`src/rtl/mux21_rr_ctrl.sv`:
```
// Round-robin arbiter and sequencer for two producer lanes feeding a 2:1 valid-qualified mux.
// Grants are combinational (zero latency); a burst counter limits consecutive grants to one lane.
module mux21_rr_ctrl #(
   parameter int BURST_MAX = 4,
   parameter int CNT_W     = 3
) (
   input  logic             clk,
   input  logic             reset,
   input  logic             in0_valid,
   input  logic             in1_valid,
   input  logic             hold,
   output logic             select,
   output logic             pop0,
   output logic             pop1,
   output logic             busy,
   output logic [CNT_W-1:0] burst_cnt
);

   typedef enum logic [1:0] {
      IDLE = 2'd0,
      OWN0 = 2'd1,
      OWN1 = 2'd2
   } state_t;

   localparam logic [CNT_W-1:0] BURST_LIM = CNT_W'(BURST_MAX);
   localparam logic [CNT_W-1:0] CNT_ONE   = CNT_W'(1);

   state_t           state_q;
   logic [CNT_W-1:0] cnt_q;
   logic             last_q;
   logic             sel_q;
   logic             busy_q;

   logic             gnt_vld_d;
   logic             gnt_lane_d;
   logic             burst_done_d;
   logic             same_owner_d;
   logic [CNT_W-1:0] cnt_d;

   assign burst_done_d = (cnt_q >= BURST_LIM);

   // Grant decision; reset and hold both suppress any pop in the current cycle.
   always_comb begin
      gnt_vld_d  = 1'b0;
      gnt_lane_d = 1'b0;
      if (!reset && !hold) begin
         if (in0_valid && !in1_valid) begin
            gnt_vld_d  = 1'b1;
            gnt_lane_d = 1'b0;
         end else if (in1_valid && !in0_valid) begin
            gnt_vld_d  = 1'b1;
            gnt_lane_d = 1'b1;
         end else if (in0_valid && in1_valid) begin
            gnt_vld_d = 1'b1;
            case (state_q)
               OWN0:    gnt_lane_d = burst_done_d;
               OWN1:    gnt_lane_d = !burst_done_d;
               default: gnt_lane_d = !last_q;
            endcase
         end
      end
   end

   // Burst count restarts at 1 on an owner change and saturates at the limit otherwise.
   always_comb begin
      same_owner_d = (gnt_lane_d  && (state_q == OWN1)) ||
                     (!gnt_lane_d && (state_q == OWN0));
      cnt_d = CNT_ONE;
      if (same_owner_d) begin
         cnt_d = (cnt_q >= BURST_LIM) ? BURST_LIM : (cnt_q + CNT_ONE);
      end
   end

   assign select    = reset ? 1'b0 : (gnt_vld_d ? gnt_lane_d : sel_q);
   assign pop0      = gnt_vld_d && !gnt_lane_d;
   assign pop1      = gnt_vld_d && gnt_lane_d;
   assign busy      = busy_q;
   assign burst_cnt = cnt_q;

   always_ff @(posedge clk) begin
      if (reset) begin
         state_q <= IDLE;
         cnt_q   <= '0;
         last_q  <= 1'b1;
         sel_q   <= 1'b0;
         busy_q  <= 1'b0;
      end else if (hold) begin
         state_q <= state_q;
         cnt_q   <= cnt_q;
         last_q  <= last_q;
         sel_q   <= sel_q;
         busy_q  <= busy_q;
      end else if (gnt_vld_d) begin
         state_q <= gnt_lane_d ? OWN1 : OWN0;
         cnt_q   <= cnt_d;
         last_q  <= gnt_lane_d;
         sel_q   <= gnt_lane_d;
         busy_q  <= 1'b1;
      end else begin
         // Nobody requesting: drop back to IDLE but remember who was served last.
         state_q <= IDLE;
         cnt_q   <= '0;
         busy_q  <= 1'b0;
      end
   end

endmodule

```
`config.mk`:
```
export PLATFORM = sky130hd
export DESIGN_NAME = mux21_rr_ctrl
export DESIGN_NICKNAME = d
export VERILOG_FILES = /design/src/rtl/mux21_rr_ctrl.sv
export SDC_FILE = /design/constraint.sdc
export NUM_CORES = 1
export LEC_CHECK = 0
export BUFFER_PORTS_ARGS = -buffer_cell sky130_fd_sc_hd__buf_2
export CELL_PAD_IN_SITES_DETAIL_PLACEMENT = 0
export CELL_PAD_IN_SITES_GLOBAL_PLACEMENT = 1
export CORE_MARGIN = 10
export CORE_UTILIZATION = 36
export DETAILED_ROUTE_END_ITERATION = 10
export GPL_ROUTABILITY_DRIVEN = 0
export PLACE_DENSITY_LB_ADDON = 0.1
export SKIP_LAST_GASP = 1
export SYNTH_ARGS = -nofsm -noshare
export SYNTH_HDL_FRONTEND = slang
export SYNTH_SLANG_ARGS = --single-unit
```
`constraint.sdc`:
```
create_clock -name clk -period 2.3 [get_ports clk]
set_input_delay 0.69 -clock clk [delete_from_list [all_inputs] [get_ports clk]]
set_output_delay 0.69 -clock clk [all_outputs]
set_load 0.005 [all_outputs]
```
## Word-level counts from Yosys, hierarchy flattened

Cells that the tools add are included.

- Flip-flop bits (word level): 8
- Bits of input ports: 5

- $add $sub $neg: 1
- Magnitude comparators: 1
- Equality and inequality tests: 2
- Mux-type cells: 17
- Bitwise operators: 1
- Reduce and logical (&&, ||, !) cells: 17

Operators by type and width:

| cell | number |
|---|---|
| $mux 1 | 11 |
| $mux 3 | 3 |
| $logic_and 1x1->1 | 8 |
| $logic_not 1->1 | 7 |
| $mux 2 | 2 |
| $add 3x1->3 const B | 1 |
| $ge 3x3->1 const B | 1 |
| $eq 2x1->1 const B | 1 |
| $eq 2x2->1 const B | 1 |
| $pmux 1 s2 | 1 |
| $reduce_and 2->1 | 1 |
| $logic_or 1x1->1 | 1 |
| $not 1->1 | 1 |

## Longest topological paths before layout

Gate-level depths: netlist (run 1).

- Word-level depth: 12
- Depth in mapped cells: 7
- Mapped depth without buffers: 7

## Worst setup path before layout (run 1)

OpenSTA, ideal clock, no wires.

- Kind: input-to-output
- Start: input port in0_valid
- End: output port pop0
- Arrival time: 1.471 ns
- Required time: 1.610 ns
- Path slack: 0.139 ns
- Stages on the path: 6
- Buffers on the path: 1
- Cell sequence: clkbuf_2 nand3_1 and3_1 o21ai_1 nand2b_1 inv_1

- Word-level cells in the longest chain between the ends: 7
- Elaborated cells on any way between the ends: 14

Ends and longest elaborated chain:

| element | RTL line | text |
|---|---|---|
| start, declared | 9 | `input logic in0_valid,` |
| $logic_and 1x1->1 / $logic_not 1->1 (equally long branches) | 53, 50 |  |
| $mux 1 / $logic_and 1x1->1 (equally long branches) | 53, 50 |  |
| $mux 1 | 50 | `end else if (in1_valid && !in0_valid) begin` |
| $mux 1 | 47 | `if (in0_valid && !in1_valid) begin` |
| $mux 1 | 46 | `if (!reset && !hold) begin` |
| $logic_not 1->1 | 75 | `assign pop0 = gnt_vld_d && !gnt_lane_d;` |
| $logic_and 1x1->1 (*) | 75 |  |
| end, declared | 13 | `output logic pop0,` |

Every way passes the cells marked *; elsewhere a longest branch is shown, timed or not.

## Worst setup path after layout (run 1)

- Start: register state_q[0]
- End: output port pop0

- Word-level cells in the longest chain between the ends: 8
- Elaborated cells on any way between the ends: 9

Ends and longest elaborated chain:

| element | RTL line | text |
|---|---|---|
| start, declared | 28 | `state_t state_q;` |
| start signal, assigned | 88 | `state_q <= state_q;` |
| start signal, assigned | 94 | `state_q <= gnt_lane_d ? OWN1 : OWN0;` |
| $eq 2x2->1 / $eq 2x1->1 (equally long branches) | 55 | `case (state_q)` |
| $pmux 1 s2 (*) | 55 |  |
| $mux 1 (*) | 53 | `end else if (in0_valid && in1_valid) begin` |
| $mux 1 (*) | 50 |  |
| $mux 1 (*) | 47 |  |
| $mux 1 (*) | 46 |  |
| $logic_not 1->1 (*) | 75 |  |
| $logic_and 1x1->1 (*) | 75 |  |

Marked as above.

==> impl_metrics.json, run 1 <==
{
  "crit_required_ns": 1.61,
  "grt_max_degree": 12,
  "detail_route.wl_per_cell_um": 14.0,
  "synth_fa_ha_area_share_pct": 9.39,
  "fin_crit_sh_pct": 97.7,
  "drive_gt1_share_pct": 45.7,
  "final_hold_viol_count": 0,
  "synth_compound_area_share_pct": 25.1,
  "cts_buffer_depth": 2,
  "critical_path.top_delay_family": "simple AND/OR/NAND/NOR gates",
  "syn_nets": 78,
  "clk_pin_slew_ns": 0.05,
  "p_leak_nw": 0.367,
  "die_area_mm2": 0.00342,
  "worstSetupStartpointType": "register",
  "synthToLayoutAreaGrowth_pct": 48.1,
  "diodes": 0,
  "finalSetupViolCount": 0,
  "routed_via_density": 5.53,
  "critPathCaptureType": "output port",
  "cp_slowest_cell": "dfxtp_4",
  "portBuffers": 11,
  "grt_antenna_before_repair": 0,
  "routed_wl_um": 1530,
  "synth-simple-area-share_pct": 23.5,
  "grt.total_usage_pct": 8.37,
  "grt_pass1_vias": 521,
  "fp.dieW_um": 58.5,
  "syn_area_um2": 533,
  "synth.distinct_cells": 26,
  "cts_hold_buf": 0,
  "ant_nets": 0,
  "crit_buf_inv": 3,
  "maxSlewViolCount": 0,
  "root_buffer": "clkbuf_4",
  "ys_warn_count": 0,
  "route.detailed.drc": 0,
  "ir_drop_v": 0.000291,
  "timing.fmax_mhz": 445,
  "cts_buffers": 3,
  "syn_avg_cell_area_um2": 7.72,
  "worstPathMaxFanout": 6,
  "synthMuxAreaShare_pct": 3.99,
  "die_h_um": 58.5,
  "overflow": 0,
  "start_util_pct": 39.5,
  "nets": 105,
  "critical_path_class": "register to output port",
  "ios": 12,
  "cp.arrival_ns": 1.56,
  "num_vias": 603,
  "cts_tree": "done",
  "syn_inst": 69,
  "p_total_mw": 0.346,
  "path_cells": "inv_2 > ha_4 > nand3_2 > and3_4 > o21ai_4 > nand2b_1 > inv_1 > buf_2",
  "synth_top_family_by_area": "compound AO/OA/AOI/OAI gates",
  "ys_seq_area_share_pct": 30.0,
  "ys_seq_elements": 8,
  "rsz0062_at_grt": "yes",
  "tightestPinTransition_ns": 0.300,
  "hold_class": "register to register",
  "cpPeakStageDelay_ns": 0.36,
  "status": "finished, final reports clean",
  "drtIter0Drc": 13,
  "fin_crit_ns": 2.25,
  "synth-xor-area-share_pct": 0,
  "clock_latency_ns": 0.24,
  "core_area_mm2": 0.00135,
  "clock-sinks": 8,
  "grt_pass1_wl_um": 2290,
  "slew_headroom_pct": 79.9,
  "pre_cts_ws_ns": -0.0346,
  "dpl.hpwl_um": 1040,
  "h-tree-depth": 1,
  "skew_ns": 0.00114,
  "p_per_area_mw_per_mm2": 438,
  "fin_ws_ns": 0.0533,
  "rows": 13,
  "drv_cap": 0,
  "dr.pass1.iters": 4
}
[synthesized netlist by cell type, drive strengths merged]
cell type  n  share of area, %
ha         4               9.4
nor2       6               4.2
dfxtp      8                30
clkbuf     2               1.6
nor4       2               2.3
nand2      7               4.9
a32oi      2               3.3
a21oi      9               8.5
mux2       1               2.1
or4b       1               2.6
nor3       1              0.94
nand3      1              0.94
nand2b     4               4.7
a31oi      1               1.2
a21o       2               2.8
a211o      1               1.6
and3       1               1.2
inv        6               4.2
o21ai      6               6.3
buf        1               2.1
mux2i      1               1.9
a21boi     1               1.4
and2b      1               1.6
[worst paths after layout]
| check | startpoint | end | slack (ns) | cells past startpoint |
|---|---|---|---|---|
| worst max register to register | state_q[0] | burst_cnt[1] | 0.59 | 7 |
| worst min register to register | sel_q | sel_q | 0.46 | 2 |
| worst min-delay path | sel_q | sel_q | 0.46 | 2 |
| worst max-delay path | state_q[0] | pop0 | 0.05 | 8 |
[report_power, final]
| group | internal (mW) | leakage, nW | switching [mW] |
|---|---|---|---|
| clock | 0.0593 | 0.0138 | 0.0420 |
| combinational | 0.0459 | 0.286 | 0.0446 |
| sequential | 0.146 | 0.0671 | 0.00846 |
| total | 0.251 | 0.367 | 0.0950 |
[through the flow]
| stage | cells | util, % | hold WS, ns | area [µm²] | TNS, ns |
|---|---|---|---|---|---|
| after global placement | 101 | 48.5 | 0.454 | 654 | -0.0511 |
| after floorplan | 69 | - | 0.444 | 533 | 0 |
| after detailed placement | 101 | 48.5 | 0.461 | 654 | -0.0478 |
| final | 109 | 58.5 | 0.464 | 790 | 0 |
| after CTS | 105 | 53.3 | 0.468 | 719 | -0.0107 |
| after global routing | 109 | 58.5 | 0.503 | 790 | -0.0393 |
[metal layers]
metal  up-vias  GRT usage [%]  wire length [µm]  share of wire [%]
met4         0           6.04                13               0.85
met3         2           1.29                67                4.4
met2        16           13.1               734                 48
li1        295              -                 -                  -
met5         -              0                 0                  0
met1       290           10.1               715                 47
[worst reg2reg max path: cells and delay by family (launching register included)]
family | cells | cell delay [ns]
AO/OA/AOI/OAI | 2 | 0.36
adder cells (fa/ha/maj) | 1 | 0.15
flip-flops | 1 | 0.36
buffers and inverters | 1 | 0.04
AND/OR/NAND/NOR | 3 | 0.69
[sequential cells by signal, indices dropped and copies added (netlist names)]
signal     cells
burst_cnt      3
state_q        2
busy           1
last_q         1
sel_q          1
[cell usage in the layout (no fill, tap or decap), types with 2 or more instances in the layout]
cell      Yosys  final
buf_4         0     14
buf_2         0     11
a21oi_1       9      9
nand2_1       7      7
dfxtp_1       8      6
nor2_1        6      5
inv_1         6      4
nand2b_1      4      3
clkbuf_4      0      3
o21ai_1       2      2
nor4_1        2      2
a21o_1        2      2
a32oi_1       2      2
o21ai_0       3      2
ha_4          0      2
ha_1          4      2
dfxtp_4       0      2
[layout make-up]
cell class	instances	area (µm²)
Timing Repair Buffer	25	160
Inverter	6	25.0
Multi-Input combinational cell	52	395
Clock buffer	3	22.5
Sequential cell	8	168
Fill cell	121	561
Tap cell	15	18.8
[cell families (layout without fill, tap and decap cells)]
family | count (synthesis) | after routing
AOI/OAI and AO/OA | 22 | 22
adders and majority gates | 4 | 4
buffers and inverters | 9 | 34
DFF | 8 | 8
muxes | 2 | 2
and+or+nand+nor | 24 | 24
[timing repair]
| item | in CTS | in global routing |
|---|---|---|
| endpoints found under the setup margin | 3 | 3 |
| buffers inserted | 1 | 4 |
| resized for setup | 10 | 10 |
| pin swaps | 1 | 4 |
| cloned | 0 | 0 |
No activity file was read; power rests on OpenSTA's default activity.
==> run 2, diff against run 1 <==
CORE_UTILIZATION = 32   (was 36)
clock period = 2.06 ns   (was 2.3 ns; I/O delays follow)
==> impl_metrics.json, run 2 (same netlist as run 1, synthesis figures left out) <==
{
  "status": "complete, but fails checks",
  "failed_checks": "negative setup slack",
  "clock_latency_ns": 0.24,
  "largest_register_ffs": 3,
  "clock-sinks": 8,
  "ir_drop_v": 0.000331,
  "layout.cells.non_filler": 112,
  "cp-startpoint": "state_q[0]",
  "overflow": 0,
  "postPlaceCellArea_um2": 678,
  "h-tree-depth": 1,
  "grt_use_met1_pct": 10.2,
  "maxSlewViolCount": 0,
  "hold_depth": 2,
  "die_h_um": 60.8,
  "rrSetupSlack_ns": 0.29,
  "start_util_pct": 34.6,
  "p_int_mw": 0.281,
  "routed_via_density": 4.89,
  "tightestPinTransition_ns": 0.259,
  "skew_ns": 0.000452,
  "grt.total_usage_pct": 8.17,
  "die_area_mm2": 0.00370,
  "ios": 12,
  "grt_antenna_before_repair": 0,
  "busiest_layer": "met2",
  "cp.arrival_ns": 1.53,
  "timing.fmax_mhz": 465,
  "fin_ws_ns": -0.0925,
  "drv_cap": 0,
  "critPathCaptureType": "output port",
  "cts_buffers": 3,
  "synthToLayoutAreaGrowth_pct": 46.9,
  "route.detailed.drc": 0,
  "finalSetupViolCount": 3,
  "grt_pass1_wl_um": 2340,
  "dr.pass1.iters": 4,
  "min_to": "sel_q",
  "hold_class": "register to register",
  "portBuffers": 11,
  "grt.met2_usage_pct": 12.2,
  "cts_hold_buf": 0,
  "mostFrequentLayoutCells": "16 x buf_4, 11 x buf_2, 9 x a21oi_1",
  "p_total_mw": 0.382,
  "rr_startpoint": "state_q[0]",
  "worstPathMaxFanout": 5,
  "dpl.hpwl_um": 1060,
  "diodes": 0,
  "final_hold_viol_count": 0,
  "slew_headroom_pct": 82.6,
  "rows": 14,
  "root_buffer": "clkbuf_4",
  "hp-start": "sel_q",
  "fin_crit_ns": 2.15,
  "cts_buffer_depth": 2,
  "num_vias": 548,
  "grt_max_degree": 12,
  "core_area_mm2": 0.00154,
  "r2r-end": "burst_cnt[1]",
  "fp.dieW_um": 60.8,
  "critical_path_class": "register to output port",
  "path_cells": "inv_2 > ha_4 > nand3_2 > and3_4 > o21ai_4 > nand2b_1 > inv_1 > buf_2",
  "clock_power_share_pct": 29.1,
  "worstSetupStartpointType": "register",
  "cpPeakStageDelay_ns": 0.35,
  "detail_route.wl_per_cell_um": 12.7,
  "power_frac_comb_pct": 25.8,
  "cp_slowest_cell": "dfxtp_2",
  "p_per_area_mw_per_mm2": 488,
  "p_sw_share_pct": 26.5,
  "crit_required_ns": 1.44,
  "cts_tree": "done",
  "seqPwrFrac_pct": 45.1,
  "final_area_um2": 783,
  "drtIter0Drc": 6,
  "clk_pin_slew_ns": 0.05,
  "switchingPower_mw": 0.101,
  "rsz0062_at_grt": "yes",
  "fin_crit_sh_pct": 104,
  "groute.layer.met3.usage_pct": 2.09,
  "ant_nets": 0,
  "p_leak_nw": 0.373,
  "drive_gt1_share_pct": 45.8,
  "rr_worst_depth": 8,
  "mostFrequentLayoutCell": "buf_4",
  "routed_wl_um": 1430,
  "grt_pass1_vias": 543,
  "nets": 107,
  "dp.cells": 105
}
## run 2: changes by cell type in the layout (fill, tap and decap cells not counted), sizes merged
| cell | delta |
|---|---|
| buf | +2 |
## run 2: repair_timing
action,4_1_cts,5_1_grt
setup endpoints to repair,3,3
buffers inserted,2,2
pin swaps,2,3
gates resized for setup,12,2
## run 2: metal layers
layer,vias to the layer above,wire [µm]
met2,7,642
met5,-,0
met4,0,15
li1,298,-
met3,2,62
met1,241,705
## run 2: worst max-delay path by stage
stage,end,slack [ns],depth (start not counted)
2_1_floorplan,pop0,0.04,6
3_3_place_gp,pop0,-0.13,7
3_5_place_dp,pop0,-0.11,7
4_1_cts,pop0,-0.10,7
5_1_grt,pop0,-0.18,8
6_report,pop0,-0.09,8
## run 2: power groups by stage
stage                     registers, mW  logic [mW]  clock network (mW)
after detailed placement          0.175      0.0826                   0
after global placement            0.175      0.0832                   0
after global routing              0.173       0.110               0.125
final                             0.172      0.0986               0.111
after floorplan                   0.173      0.0479                   0
after CTS                         0.172      0.0941               0.118
## run 2: critical path: cells and delay by family (launching register included)
family | cells | cell delay, ns
fa+ha+maj | 1 | 0.27
flops | 1 | 0.35
simple gates | 3 | 0.38
buf+inv | 3 | 0.21
compound gates | 1 | 0.08
## run 2: cell type report
class                           count  area, µm²
Sequential cell                     8        165
Tap cell                           16       20.0
Fill cell                         166        758
Multi-Input combinational cell     52        378
Timing Repair Buffer               27        175
Inverter                            6       22.5
Clock buffer                        3       22.5
## run 2: through the flow
step / util (%) / TNS, ns / hold slack [ns] / worst slack (ns)
2_1_floorplan: - / 0 / 0.444 / 0.0426
3_3_place_gp: 44.0 / -0.222 / 0.456 / -0.125
3_5_place_dp: 44.0 / -0.217 / 0.458 / -0.114
4_1_cts: 49.5 / -0.186 / 0.465 / -0.102
5_1_grt: 50.8 / -0.388 / 0.496 / -0.182
6_report: 50.8 / -0.143 / 0.462 / -0.0925
==> run 3, diff against run 2 <==
ABC_AREA = 1   (was not set)
CORE_UTILIZATION = 31   (was 32)
==> impl_metrics.json, run 3 <==
{
  "grt_antenna_before_repair": 0,
  "critical_path_class": "register to output port",
  "maxSlewViolCount": 0,
  "worstSetupStartpointType": "register",
  "timing.fmax_mhz": 477,
  "mostFrequentLayoutCells": "12 x inv_1, 11 x buf_2, 10 x nand2_1, 10 x buf_4, 6 x dfxtp_1",
  "yosysTopAreaCellShare_pct": 32.9,
  "failed_checks": "negative setup slack",
  "tightestPinTransition_ns": 0.262,
  "routed_via_density": 4.61,
  "fin_crit_sh_pct": 102,
  "grt_pass1_wl_um": 1970,
  "drtIter0Drc": 3,
  "overflow": 0,
  "cts_buffers": 3,
  "syn_inst": 65,
  "skew_ns": 0.00656,
  "synthToLayoutAreaGrowth_pct": 40.6,
  "portBuffers": 11,
  "p_leak_nw": 0.351,
  "die_area_mm2": 0.00356,
  "synth_top_family_by_area": "simple AND/OR/NAND/NOR gates",
  "crit_required_ns": 1.44,
  "ios": 12,
  "cts_buffer_depth": 2,
  "grt.total_usage_pct": 7.43,
  "route.detailed.drc": 0,
  "core_area_mm2": 0.00149,
  "cts_tree": "done",
  "clk_pin_slew_ns": 0.06,
  "cp.arrival_ns": 1.48,
  "rsz0062_at_grt": "yes",
  "p_total_mw": 0.369,
  "finalSetupViolCount": 2,
  "start_util_pct": 32.7,
  "register_area_um2": 165,
  "drv_cap": 0,
  "fin_util_pct": 46.0,
  "ir_drop_v": 0.000326,
  "hold_class": "register to register",
  "largest_register_ffs": 3,
  "diodes": 0,
  "synth_fa_ha_area_share_pct": 10.3,
  "synth_compound_area_share_pct": 11.8,
  "ys_warn_count": 0,
  "num_vias": 479,
  "cts_hold_buf": 0,
  "synth_commonest_cells": "15 x inv_1, 13 x nand2_1, 8 x dfxtp_1",
  "syn_nets": 74,
  "root_buffer": "clkbuf_4",
  "layout.cells.non_filler": 104,
  "dr.pass1.iters": 3,
  "ys_top_cells_by_area": "dfxtp_1 33%, inv_1 12%, ha_1 10%",
  "dp.cells": 97,
  "grt_pass1_vias": 463,
  "final_hold_viol_count": 0,
  "dpl.hpwl_um": 910,
  "ys_seq_elements": 8,
  "clock_latency_ns": 0.26,
  "mostFrequentLayoutCell": "inv_1",
  "p_per_area_mw_per_mm2": 539,
  "whs_ns": 0.468,
  "worstPathMaxFanout": 5,
  "synth_top_area_cell": "dfxtp_1",
  "pre_cts_ws_ns": -0.0327,
  "ant_nets": 0,
  "clock-sinks": 8,
  "fin_ws_ns": -0.0384,
  "syn_avg_cell_area_um2": 7.49,
  "async_reset_ff_share_pct": 0,
  "nets": 99,
  "setup_tns_ns": -0.0735,
  "yosysMostFrequentCell": "inv_1",
  "synth.distinct_cells": 15,
  "status": "complete, but fails checks",
  "fp.dieW_um": 59.6,
  "final_area_um2": 684,
  "critPathCaptureType": "output port",
  "fill_cells": 164,
  "synth-xor-area-share_pct": 0,
  "synth-simple-area-share_pct": 31.1,
  "routed_wl_um": 1170,
  "grt_max_degree": 9,
  "drive_gt1_share_pct": 46.6,
  "rows": 14,
  "ys_seq_area_share_pct": 32.9,
  "fin_crit_ns": 2.10,
  "h-tree-depth": 1,
  "slew_headroom_pct": 82.5,
  "multi_input_area_um2": 290,
  "syn_area_um2": 487,
  "die_h_um": 59.6,
  "detail_route.wl_per_cell_um": 11.3,
  "postPlaceCellArea_um2": 596,
  "synth_edf_count": 0,
  "synthMuxAreaShare_pct": 0,
  "synth_flop_cell": "dfxtp_1"
}
[run 3: layer usage]
| layer | share of wire [%] | vias up | global-route usage (%) |
|---|---|---|---|
| met1 | 46 | 217 | 8.10 |
| met5 | 0 | - | 0 |
| met3 | 7.7 | 4 | 3.65 |
| met2 | 42 | 11 | 10.7 |
| li1 | - | 247 | - |
| met4 | 3.2 | 0 | 5.77 |
[run 3: cell families (layout without fill, tap and decap cells)]
kind of cell,count (synthesis),after routing
flops,8,8
compound gates,10,10
simple gates,27,27
buf+inv,16,39
fa+ha+maj,4,4
[run 3: power by group]
part,internal (mW),total [mW],switching [mW]
clock,0.0673,0.129,0.0621
sequential,0.161,0.166,0.00479
combinational,0.0350,0.0738,0.0388
total,0.264,0.369,0.106
[run 3: critical path, cell delays in order, from the launching register on]
cell and delay (ns):
dfxtp_2 0.35, inv_2 0.05, ha_4 0.25, inv_2 0.03, nor2_1 0.08, nor2_1 0.06, nand2_2 0.10, nand2_4 0.07
a21oi_2 0.12, buf_2 0.12
[run 3: worst paths after layout]
check | startpoint | endpoint | slack, ns | depth (start not counted)
min reg2reg | busy | busy | 0.47 | 2
max | state_q[0] | select | -0.04 | 9
min | busy | busy | 0.47 | 2
max reg2reg | state_q[0] | burst_cnt[0] | 0.47 | 13
[run 3: what timing repair did]
action | in CTS | in global routing
pin swaps | 6 | 6
buffers inserted | 4 | 0
cloned | 0 | 0
gates resized for setup | 11 | 1
setup endpoints to repair | 3 | 3
hold endpoints to repair | 0 | 0
[run 3: layout make-up]
cell class	instances	share of cell area, %
inverter	15	8.23
tap	16	2.93
sequential	8	24.1
clock buffer	3	3.29
timing repair buffer	21	19.0
multi-input combinational	41	42.4
